--- src/rtl/aes_spi_master.sv ---
// SPI initiator for the AES decrypt core: key frame, gap, message frame, decipher wait, read frame.
// sclk is clk/(2*CLK_DIV); the host sees busy while a transaction runs and a one-cycle done (and err) at the end.
module aes_spi_master #(
  parameter int CLK_DIV    = 2,
  parameter int FRAME_BITS = 258,
  parameter int GAP_SCLK   = 4,
  parameter int WAIT_SCLK  = 32
) (
  input  logic         clk,
  input  logic         rst_n,
  input  logic         start,
  input  logic [1:0]   key_size,
  input  logic [255:0] key,
  input  logic [127:0] msg_in,
  output logic         busy,
  output logic         done,
  output logic         err,
  output logic [127:0] msg_out,
  output logic         cs,
  output logic         sclk,
  output logic         sdo,
  input  logic         sdi
);

  typedef enum logic [2:0] {IDLE, KEY, GAP, MSG, WAIT, READ, FIN} state_t;
  // RUN toggles sclk; TRAIL holds cs low one half-period; POST idles one half-period with cs high
  typedef enum logic [1:0] {RUN, TRAIL, POST} sub_t;

  localparam int             DW        = (CLK_DIV > 1) ? $clog2(CLK_DIV) : 1;
  localparam logic [DW-1:0]  DIV_LAST  = DW'(CLK_DIV - 1);
  localparam logic [8:0]     BIT_LAST  = 9'(FRAME_BITS - 1);
  localparam logic [8:0]     GAP_LAST  = 9'(GAP_SCLK - 1);
  localparam logic [8:0]     WAIT_LAST = 9'(WAIT_SCLK - 1);

  state_t                state;
  sub_t                  sub;
  logic [DW-1:0]         div_cnt;
  logic [8:0]            bit_cnt;
  logic [FRAME_BITS-1:0] tx_sr;
  logic [127:0]          msg_q;
  logic [127:0]          rx_sr;
  logic                  tick;
  logic [FRAME_BITS-1:0] msg_frame;

  assign tick      = (div_cnt == DIV_LAST);
  assign msg_frame = {{(FRAME_BITS-128){1'b0}}, msg_q};

  always_ff @(posedge clk) begin
    if (!rst_n) begin
      state   <= IDLE;
      sub     <= RUN;
      div_cnt <= '0;
      bit_cnt <= '0;
      tx_sr   <= '0;
      msg_q   <= '0;
      rx_sr   <= '0;
      busy    <= 1'b0;
      done    <= 1'b0;
      err     <= 1'b0;
      msg_out <= '0;
      cs      <= 1'b1;
      sclk    <= 1'b0;
      sdo     <= 1'b0;
    end else begin
      done    <= 1'b0;
      err     <= 1'b0;
      div_cnt <= (state == IDLE || tick) ? '0 : div_cnt + DW'(1);
      case (state)
        IDLE: begin
          if (start) begin
            if (key_size == 2'b11) begin
              done  <= 1'b1;
              err   <= 1'b1;
              state <= FIN;
            end else begin
              busy    <= 1'b1;
              cs      <= 1'b0;
              tx_sr   <= {key_size, key};
              sdo     <= key_size[1];
              msg_q   <= msg_in;
              bit_cnt <= '0;
              sub     <= RUN;
              state   <= KEY;
            end
          end
        end
        KEY, MSG, READ: begin
          if (tick) begin
            case (sub)
              RUN: begin
                if (!sclk) begin
                  sclk <= 1'b1;
                  if (state == READ && bit_cnt < 9'd128) rx_sr <= {rx_sr[126:0], sdi};
                end else begin
                  sclk <= 1'b0;
                  if (bit_cnt == BIT_LAST) begin
                    bit_cnt <= '0;
                    sdo     <= 1'b0;
                    sub     <= TRAIL;
                  end else begin
                    bit_cnt <= bit_cnt + 9'd1;
                    sdo     <= tx_sr[FRAME_BITS-2];
                    tx_sr   <= tx_sr << 1;
                  end
                end
              end
              TRAIL: begin
                cs  <= 1'b1;
                sub <= POST;
              end
              default: begin
                sub <= RUN;
                case (state)
                  KEY:     state <= GAP;
                  MSG:     state <= WAIT;
                  default: begin
                    state   <= FIN;
                    done    <= 1'b1;
                    busy    <= 1'b0;
                    msg_out <= rx_sr;
                  end
                endcase
              end
            endcase
          end
        end
        GAP, WAIT: begin
          // sclk keeps running with cs high so the core can advance; the next frame opens on the last fall
          if (tick) begin
            if (!sclk) begin
              sclk <= 1'b1;
            end else begin
              sclk <= 1'b0;
              if (bit_cnt == ((state == GAP) ? GAP_LAST : WAIT_LAST)) begin
                bit_cnt <= '0;
                cs      <= 1'b0;
                if (state == GAP) begin
                  state <= MSG;
                  tx_sr <= msg_frame;
                  sdo   <= msg_frame[FRAME_BITS-1];
                end else begin
                  state <= READ;
                  tx_sr <= '0;
                  sdo   <= 1'b0;
                end
              end else begin
                bit_cnt <= bit_cnt + 9'd1;
              end
            end
          end
        end
        default: state <= IDLE;
      endcase
    end
  end

endmodule

--- config.mk ---
export PLATFORM = sky130hd
export DESIGN_NAME = aes_spi_master
export DESIGN_NICKNAME = d
export VERILOG_FILES = /design/src/rtl/aes_spi_master.sv
export SDC_FILE = /design/constraint.sdc
export NUM_CORES = 1
export LEC_CHECK = 0
export CORE_AREA = 2 2 273 275
export CTS_CLUSTER_SIZE = 12
export DETAILED_ROUTE_END_ITERATION = 6
export DIE_AREA = 0 0 275 277
export GPL_TIMING_DRIVEN = 0
export PLACE_DENSITY_LB_ADDON = 0.25
export SLEW_MARGIN = 5
export SYNTH_ARGS = -nofsm -noshare
export SYNTH_HDL_FRONTEND = slang
export SYNTH_SLANG_ARGS = --single-unit
export TNS_END_PERCENT = 10
--- constraint.sdc ---
create_clock -name clk -period 4.74 [get_ports clk]
set_input_delay 1.185 -clock clk [delete_from_list [all_inputs] [get_ports clk]]
set_output_delay 1.185 -clock clk [all_outputs]
set_load 0.005 [all_outputs]
* Word level (Yosys, flattened, before mapping)
Cells that the tools add are included.
Word-level totals: register bits 662, input port bits 390, output and inout port bits 134, word-level logic and storage cells 140
Operators by class: add/subtract/negate cells 2, order comparisons 1, eq/ne operators 23, muxes and demuxes 71, bitwise gates (word level) 5, reduce and logical (&&, ||, !) cells 24
Operator list (number):
- $mux W257 | 9
- $pmux W257 S3 | 1
- $mux W128 | 1
- $mux W9 | 9
- $mux W1 | 27
- $pmux W9 S3 | 1
- $mux W3 | 8
- $ne A2 B2 Y1 const B | 12
- $reduce_and A6 Y1 | 3
- $reduce_and A8 Y1 | 2
- $mux W2 | 5
- $reduce_and A10 Y1 | 1
- $add A9 B1 Y9 const B | 1
- $eq A9 B5 Y1 | 1
- $eq A9 B9 Y1 const B | 1
- $lt A9 B8 Y1 const B | 1
- $pmux W3 S3 | 1
- $reduce_and A9 Y1 | 1
- $pmux W2 S2 | 2
- $reduce_and A4 Y1 | 2
- $reduce_or A2 Y1 | 4
- $eq A3 B2 Y1 const B | 2
- $eq A3 B3 Y1 const B | 2
- $ne A3 B3 Y1 const B | 2
- 19 further kinds | 27

* Longest topological paths before layout
Gate-level depths: netlist (run 1).
word-level depth 7, gate-level depth with buffers 10, gate-level depth less buffers 7

* Worst setup path after synthesis (run 1)
No wires, ideal clock.
path type input-to-reg, start input port start, end register tx_sr[144], arrival time 2.675 ns, data required time 4.593 ns, setup slack 1.918 ns, stages on the path 8, path buffers 3, cells stage by stage a21boi_0 mux2i_4 a211oi_2 and2_1 buf_2 buf_6 buf_6 a311oi_2
Between the ends: word-level cells in the longest chain between the ends 2
Ends and longest elaborated chain:
- start, declared | line 11 | input logic start,
- $ne A2 B2 Y1 (no line)
- $reduce_and A10 Y1 (no line)
- end signal, assigned | line 78 | tx_sr <= {key_size, key};
- end signal, assigned | line 103 | tx_sr <= tx_sr << 1;
- end signal, assigned | line 139 | tx_sr <= msg_frame;
- end, declared | line 39 | logic [FRAME_BITS-1:0] tx_sr;
Every way passes these cells. A chain may end at the register's enable or synchronous reset.

* Worst setup path after layout (run 1)
start input port start, end register msg_q[18]
Between the ends: word-level cells in the longest chain between the ends 1
Ends and longest elaborated chain:
- $reduce_and A3 Y1 (no line)
- end signal, assigned | line 80 | msg_q <= msg_in;
- end, declared | line 40 | logic [127:0] msg_q;
Every way passes these cells.

==> flow_summary.ini, run 1 <==
[synthesis]
synth_edf_count = 0
ys_warn_count = 0
ys_top_cells_by_count = nand2_1, dfxtp_1, a21oi_1, clkbuf_1, nand3_1
yosysTopAreaCell = dfxtp_1
syn_area_sq_um = 29130
synth.distinct_cells = 50
synth_simple_gate_area_share = 0.1693
seq_area_frac_synth = 0.4549
ys.flop_type = dfxtp_1
synthMuxAreaShare = 0.04510
synthXorXnorAreaFrac = 0.0009019
yosys.area.top_type_share = 0.4549
synth-compound-area-share = 0.2743
synth_nets = 3853
synthCells = 3461
ys_seq_elements = 662
synthArstFlopShare = 0
syn_avg_cell_area_sq_um = 8.417
synth_fa_ha_area_frac = 0.0008590
synth_top_family_by_area = compound AO/OA/AOI/OAI gates
yosysMostFrequentCell = nand2_1
synth.area.top_cells = dfxtp_1, nand2_1, a21oi_1

[setup_path]
cp_slowest_cell = clkbuf_1
setup.worst_path.start = start
rrSetupSlack_ns = 1.65
cp_common_cell = clkbuf_1
r2r_cells = 8
path_max_fanout = 10
r2r_start = state[0]
reg2reg_to = tx_sr[16]
arrival_ns = 4.21
cpPeakStageDelay_ns = 0.94
required_ns = 5.30
critPathKind = in2reg
worstSetupEndpointType = flip-flop
start_kind = primary input
path_cells = clkdlybuf4s50_1 -> a21boi_0 -> and2_1 -> clkbuf_1 -> clkbuf_1 -> nand2_1 -> a21oi_1

[global_route]
grt_max_degree = 13
grt_overflow = 0
use_met1 = 0.3014
grt_usage = 0.2451
grt_pass1_wl_mm = 148.2
use_met3 = 0.08471
busiest_layer = met2
use_met2 = 0.3922
first_global_vias = 26390
antenna_found_initial = 33

[clock_tree]
cts-root-buf = clkbuf_16
clkLatencyLatePin_ns = 0.64
cts_tree = yes
clkTransAtPathRegs_ns = 0.06
cts_buffer_depth = 3
post_cts_resized = 0
holdBufCountCts = 0
htreeDepth = 3
cts_setup_buffers = 0
numCtsBuffers = 75
clkSinkCount = 662

[job]
maxCapViolCount = 0

[power_and_ir_drop]
total_leakage_power_uw = 0.01238
power_frac_seq = 0.405
power_uw = 15390
power_density_nw_per_um2 = 401.9
ir_drop_mv = 0.3160
swShare = 0.2896
clockPowerShare = 0.404
p_int_uw = 10930
p_switching_uw = 4457
comb_power_share = 0.192

[die]
die_y_microns = 277
start_util = 0.3960
dieArea_sq_um = 76180
io_pins = 524
core_sq_um = 73570
die_x_microns = 275
rows = 100

[sta]
setup-violations-final = 0
worst_pin_slew_ns = 1.251
fin_setup_tns_ns = 0
rsz0062_at_grt = false
period_share = 0.7708
skew_ns = 0.02995
fin_crit_ns = 3.654
timing_hold_violations_final = 0
drv_slew = 0
fmax_mhz = 273.7
relSlewSlack = 0.1663

[detailed_routing]
vias = 27220
vias_per_cell = 5.327
post_drt_wl_per_cell_microns = 19.04
drc = 0
drt_wl_total_mm = 97.29
drtIter0Drc = 1858
dr.pass1.iters = 6
antenna_left = 0

[layout]
layout.nets = 4453
area_growth_pct = 31.45
drive_above_1_share = 0.1051

[worst_hold_path]
hold_depth = 2
hold_path_class = reg2reg
holdCritStartpoint = msg_q[93]
holdPathEnd = msg_q[93]

[place]
place_congestion = 0.8755
portBuffers = 523
dpl.hpwl_mm = 70.73

[outcome]
status = finished, final reports clean
==> cells by family (layout without fill, tap and decap cells) <==
| family | after synthesis | after routing |
|---|---|---|
| and+or+nand+nor | 1239 | 1239 |
| adders and majority gates | 2 | 2 |
| DFF | 662 | 662 |
| AOI/OAI and AO/OA | 1069 | 1069 |
| muxes | 130 | 130 |
| xor gates and xnor gates | 3 | 3 |
| other | 0 | 22 |
| buffers and inverters | 356 | 1014 |
==> routing by layer <==
metal,vias to the layer above,part of all wire
li1,13480,-
met4,24,0.032
met3,192,0.088
met2,714,0.46
met1,12810,0.42
met5,-,0.0015
==> sequential cells by signal, indices dropped and copies added, names as in the netlist <==
signal   count
tx_sr      257
msg_out    128
msg_q      128
rx_sr      128
bit_cnt      9
state        3
sub          2
busy         1
cs           1
div_cnt      1
done         1
err          1
sclk         1
sdo          1
==> power groups by stage <==
stage / registers (uW) / logic (uW) / clock network [uW]
6_report: 6230 / 2950 / 6210
5_1_grt: 6270 / 3230 / 6550
4_1_cts: 6220 / 2960 / 6330
3_5_place_dp: 6340 / 2950 / 0
3_3_place_gp: 6340 / 2910 / 0
2_1_floorplan: 6280 / 2040 / 0
==> through the flow <==
step	util	std cells	setup WS (ns)	cell area, sq um	hold slack, ns
finish	0.5205	5110	1.086	38290	0.4514
floorplan	-	3461	1.918	29130	0.4321
detailed placement	0.4836	4953	0.4642	35580	0.4480
CTS	0.5197	5088	1.104	38240	0.4558
global route	0.5202	5101	0.9596	38270	0.4717
global placement	0.4836	4953	0.5353	35580	0.4418
==> placed cells by master (no fill, tap or decap), types with 9 or more instances in the layout <==
master and n:
a311oi_2 110, nor2_1 143, buf_2 50, clkbuf_16 75, mux2i_1 129, nand3_1 145
dfxtp_1 662, buf_1 10, buf_6 25, a211oi_2 121, nand2_1 915, clkbuf_8 19
a221oi_1 127, diode_2 22, a21oi_1 654, clkbuf_1 283, clkdlybuf4s50_1 523, a311oi_1 22
clkinv_2 9
==> worst max-delay path, delay by kind of cell <==
family	cells	cell delay, ns
buffers and inverters	3	1.93
AO/OA/AOI/OAI	2	0.67
AND/OR/NAND/NOR	2	0.42
==> how the worst max path moves through the flow <==
stage / to / cells after the start / slack, ns
after floorplan: tx_sr[144] / 8 / 1.92
after global placement: msg_q[19] / 7 / 0.54
after detailed placement: msg_q[18] / 7 / 0.46
after CTS: msg_q[18] / 7 / 1.10
after global routing: msg_q[31] / 7 / 0.96
final: msg_q[18] / 7 / 1.09
==> cell type report <==
| cell class | count | area, sq um |
|---|---|---|
| clock inverters | 26 | 464.2 |
| well taps | 969 | 1212 |
| plain buffers | 354 | 1583 |
| diodes | 22 | 55.05 |
| multi-input cells | 2443 | 14290 |
| flip-flops and latches | 662 | 13250 |
| fillers | 6986 | 35280 |
| clock buffers | 109 | 2195 |
| inverters | 2 | 7.507 |
| repair buffers | 523 | 5235 |
No activity file was read; power rests on OpenSTA's default activity.
==> inputs of run 2 (changes only) <==
Clock period 4.74 ns to 3.5 ns, I/O delays scaled along.
==> results of run 2 <==
The final DEF is identical to that of run 1. Status: finished, final reports clean.
Among the figures that moved: setup slack after placement 0.4642 ns -> -0.4658 ns; setup slack after layout 1.086 ns -> 0.1564 ns; register-to-register setup slack 1.65 ns -> 0.41 ns; total power 15390 uW -> 20840 uW; worst IR drop on VDD 0.3160 mV -> 0.4279 mV
==> inputs of run 3 (changes only) <==
Settings changed: CORE_AREA 2 2 273 275 to 3 3 274 276, DIE_AREA 0 0 275 277 to 0 0 277 279.
==> run 3 against run 2 <==
Maximum frequency is 2.1% lower. Via count is 0.11% higher. Largest cell class unchanged. Largest power group unchanged. Critical path depth stayed put. Cell area is 0.26% lower.
==> flow_summary.ini, run 3 (synthesized netlist as in run 1, its figures left out) <==
[clock_tree]
holdBufCountCts = 0
post_cts_resized = 0
cts_buffer_depth = 3
cts_tree = yes
clkSinkCount = 662
numCtsBuffers = 75
htreeDepth = 3
cts-root-buf = clkbuf_16
cts_setup_buffers = 0
clkTransAtPathRegs_ns = 0.06
clkLatencyLatePin_ns = 0.63

[die]
die_y_microns = 279
die_x_microns = 277
start_util = 0.4000
io_pins = 524
dieArea_sq_um = 77280
core_sq_um = 72830
rows = 99

[global_route]
antenna_found_initial = 33
grt_usage = 0.2397
grt_max_degree = 13
first_global_vias = 26540
grt_pass1_wl_mm = 149.1
grt_overflow = 0

[power_and_ir_drop]
clockPowerShare = 0.396
power_frac_seq = 0.410
swShare = 0.2900
power_density_nw_per_um2 = 538.7
ir_drop_mv = 0.3483
p_switching_uw = 5967
total_leakage_power_uw = 0.01233
comb_power_share = 0.194
p_int_uw = 14610

[layout]
layout.nets = 4453
drive_above_1_share = 0.1040
n_fill_cell = 6873
area_growth_pct = 31.10
largest_reg_flops = 257
final_util = 0.5244
top_register = tx_sr
final_common_cell = nand2_1
mostFrequentLayoutCells = nand2_1, dfxtp_1, a21oi_1

[detailed_routing]
vias_per_cell = 5.345
post_drt_wl_per_cell_microns = 18.91
drc = 0
vias = 27250
antenna_left = 0
drtIter0Drc = 2011
dr.pass1.iters = 5
drt_wl_total_mm = 96.42

[sta]
setup-violations-final = 0
skew_ns = 0.02533
fin_ws_ns = 0.08463
worst_pin_slew_ns = 1.233
timing_hold_violations_final = 0
timing.hold.ws_ns = 0.4528
fin_setup_tns_ns = 0
drv_slew = 0
fin_crit_ns = 3.415
fmax_mhz = 292.8
relSlewSlack = 0.1783
period_share = 0.9758
rsz0062_at_grt = false

[setup_path]
critPathKind = in2reg
required_ns = 4.05
path_max_fanout = 10
setup.worst_path.start = start
start_kind = primary input
r2r_start = state[0]
worstSetupEndpointType = flip-flop
arrival_ns = 3.97

[place]
dp_slack_ns = -0.4157
portBuffers = 523
place_congestion = 0.8494
dpl.hpwl_mm = 70.64

[job]
maxCapViolCount = 0

[worst_hold_path]
hold_path_class = reg2reg
holdCritStartpoint = msg_q[24]

[outcome]
status = finished, final reports clean
-- run 3: final timing paths --
check | cells after the start | slack (ns) | end
max reg2reg | 8 | 0.49 | msg_q[19]
min | 2 | 0.45 | msg_q[24]
max | 7 | 0.08 | msg_q[19]
min reg2reg | 2 | 0.45 | msg_q[24]
-- run 3: per-stage QoR --
| step | std cells | total power, uW | area, sq um |
|---|---|---|---|
| 4_1_cts | 5075 | 20770 | 38140 |
| 3_5_place_dp | 4943 | 12570 | 35570 |
| 6_report | 5098 | 20570 | 38190 |
| 5_1_grt | 5090 | 21500 | 38170 |
| 3_3_place_gp | 4943 | 12520 | 35570 |
| 2_1_floorplan | 3461 | 11260 | 29130 |
-- run 3: layout make-up --
type,count,area (sq um),share of cell area
multi-input combinational,2443,14290,0.3741
sequential,662,13250,0.3470
timing repair buffer,523,5235,0.1371
clock buffer,112,2216,0.05802
buffer,354,1583,0.04144
tap,959,1200,0.03142
clock inverter,20,352.8,0.009238
antenna,23,57.56,0.001507
inverter,2,7.507,0.0001966
-- run 3: worst max-delay path: stages --
cell and delay [ns]:
clkdlybuf4s50_1 0.61, a21boi_0 0.53, and2_1 0.26, clkbuf_1 0.92, clkbuf_1 0.43, nand2_1 0.18, a21oi_1 0.14
-- run 3: power by group through the flow --
stage          Sequential [uW]  Clock [uW]  Combinational (uW)
5_1_grt                   8490        8610                4390
3_5_place_dp              8590           0                3980
6_report                  8440        8150                3990
3_3_place_gp              8580           0                3940
2_1_floorplan             8500           0                2760
4_1_cts                   8430        8350                4000
-- run 3: routing by layer --
layer | part of all wire | track usage | wire length, microns
met3 | 0.072 | 0.07023 | 6934
met5 | 0.0013 | 0 | 127
met1 | 0.43 | 0.3020 | 41600
met4 | 0.037 | 0.09415 | 3527
met2 | 0.46 | 0.3871 | 44230
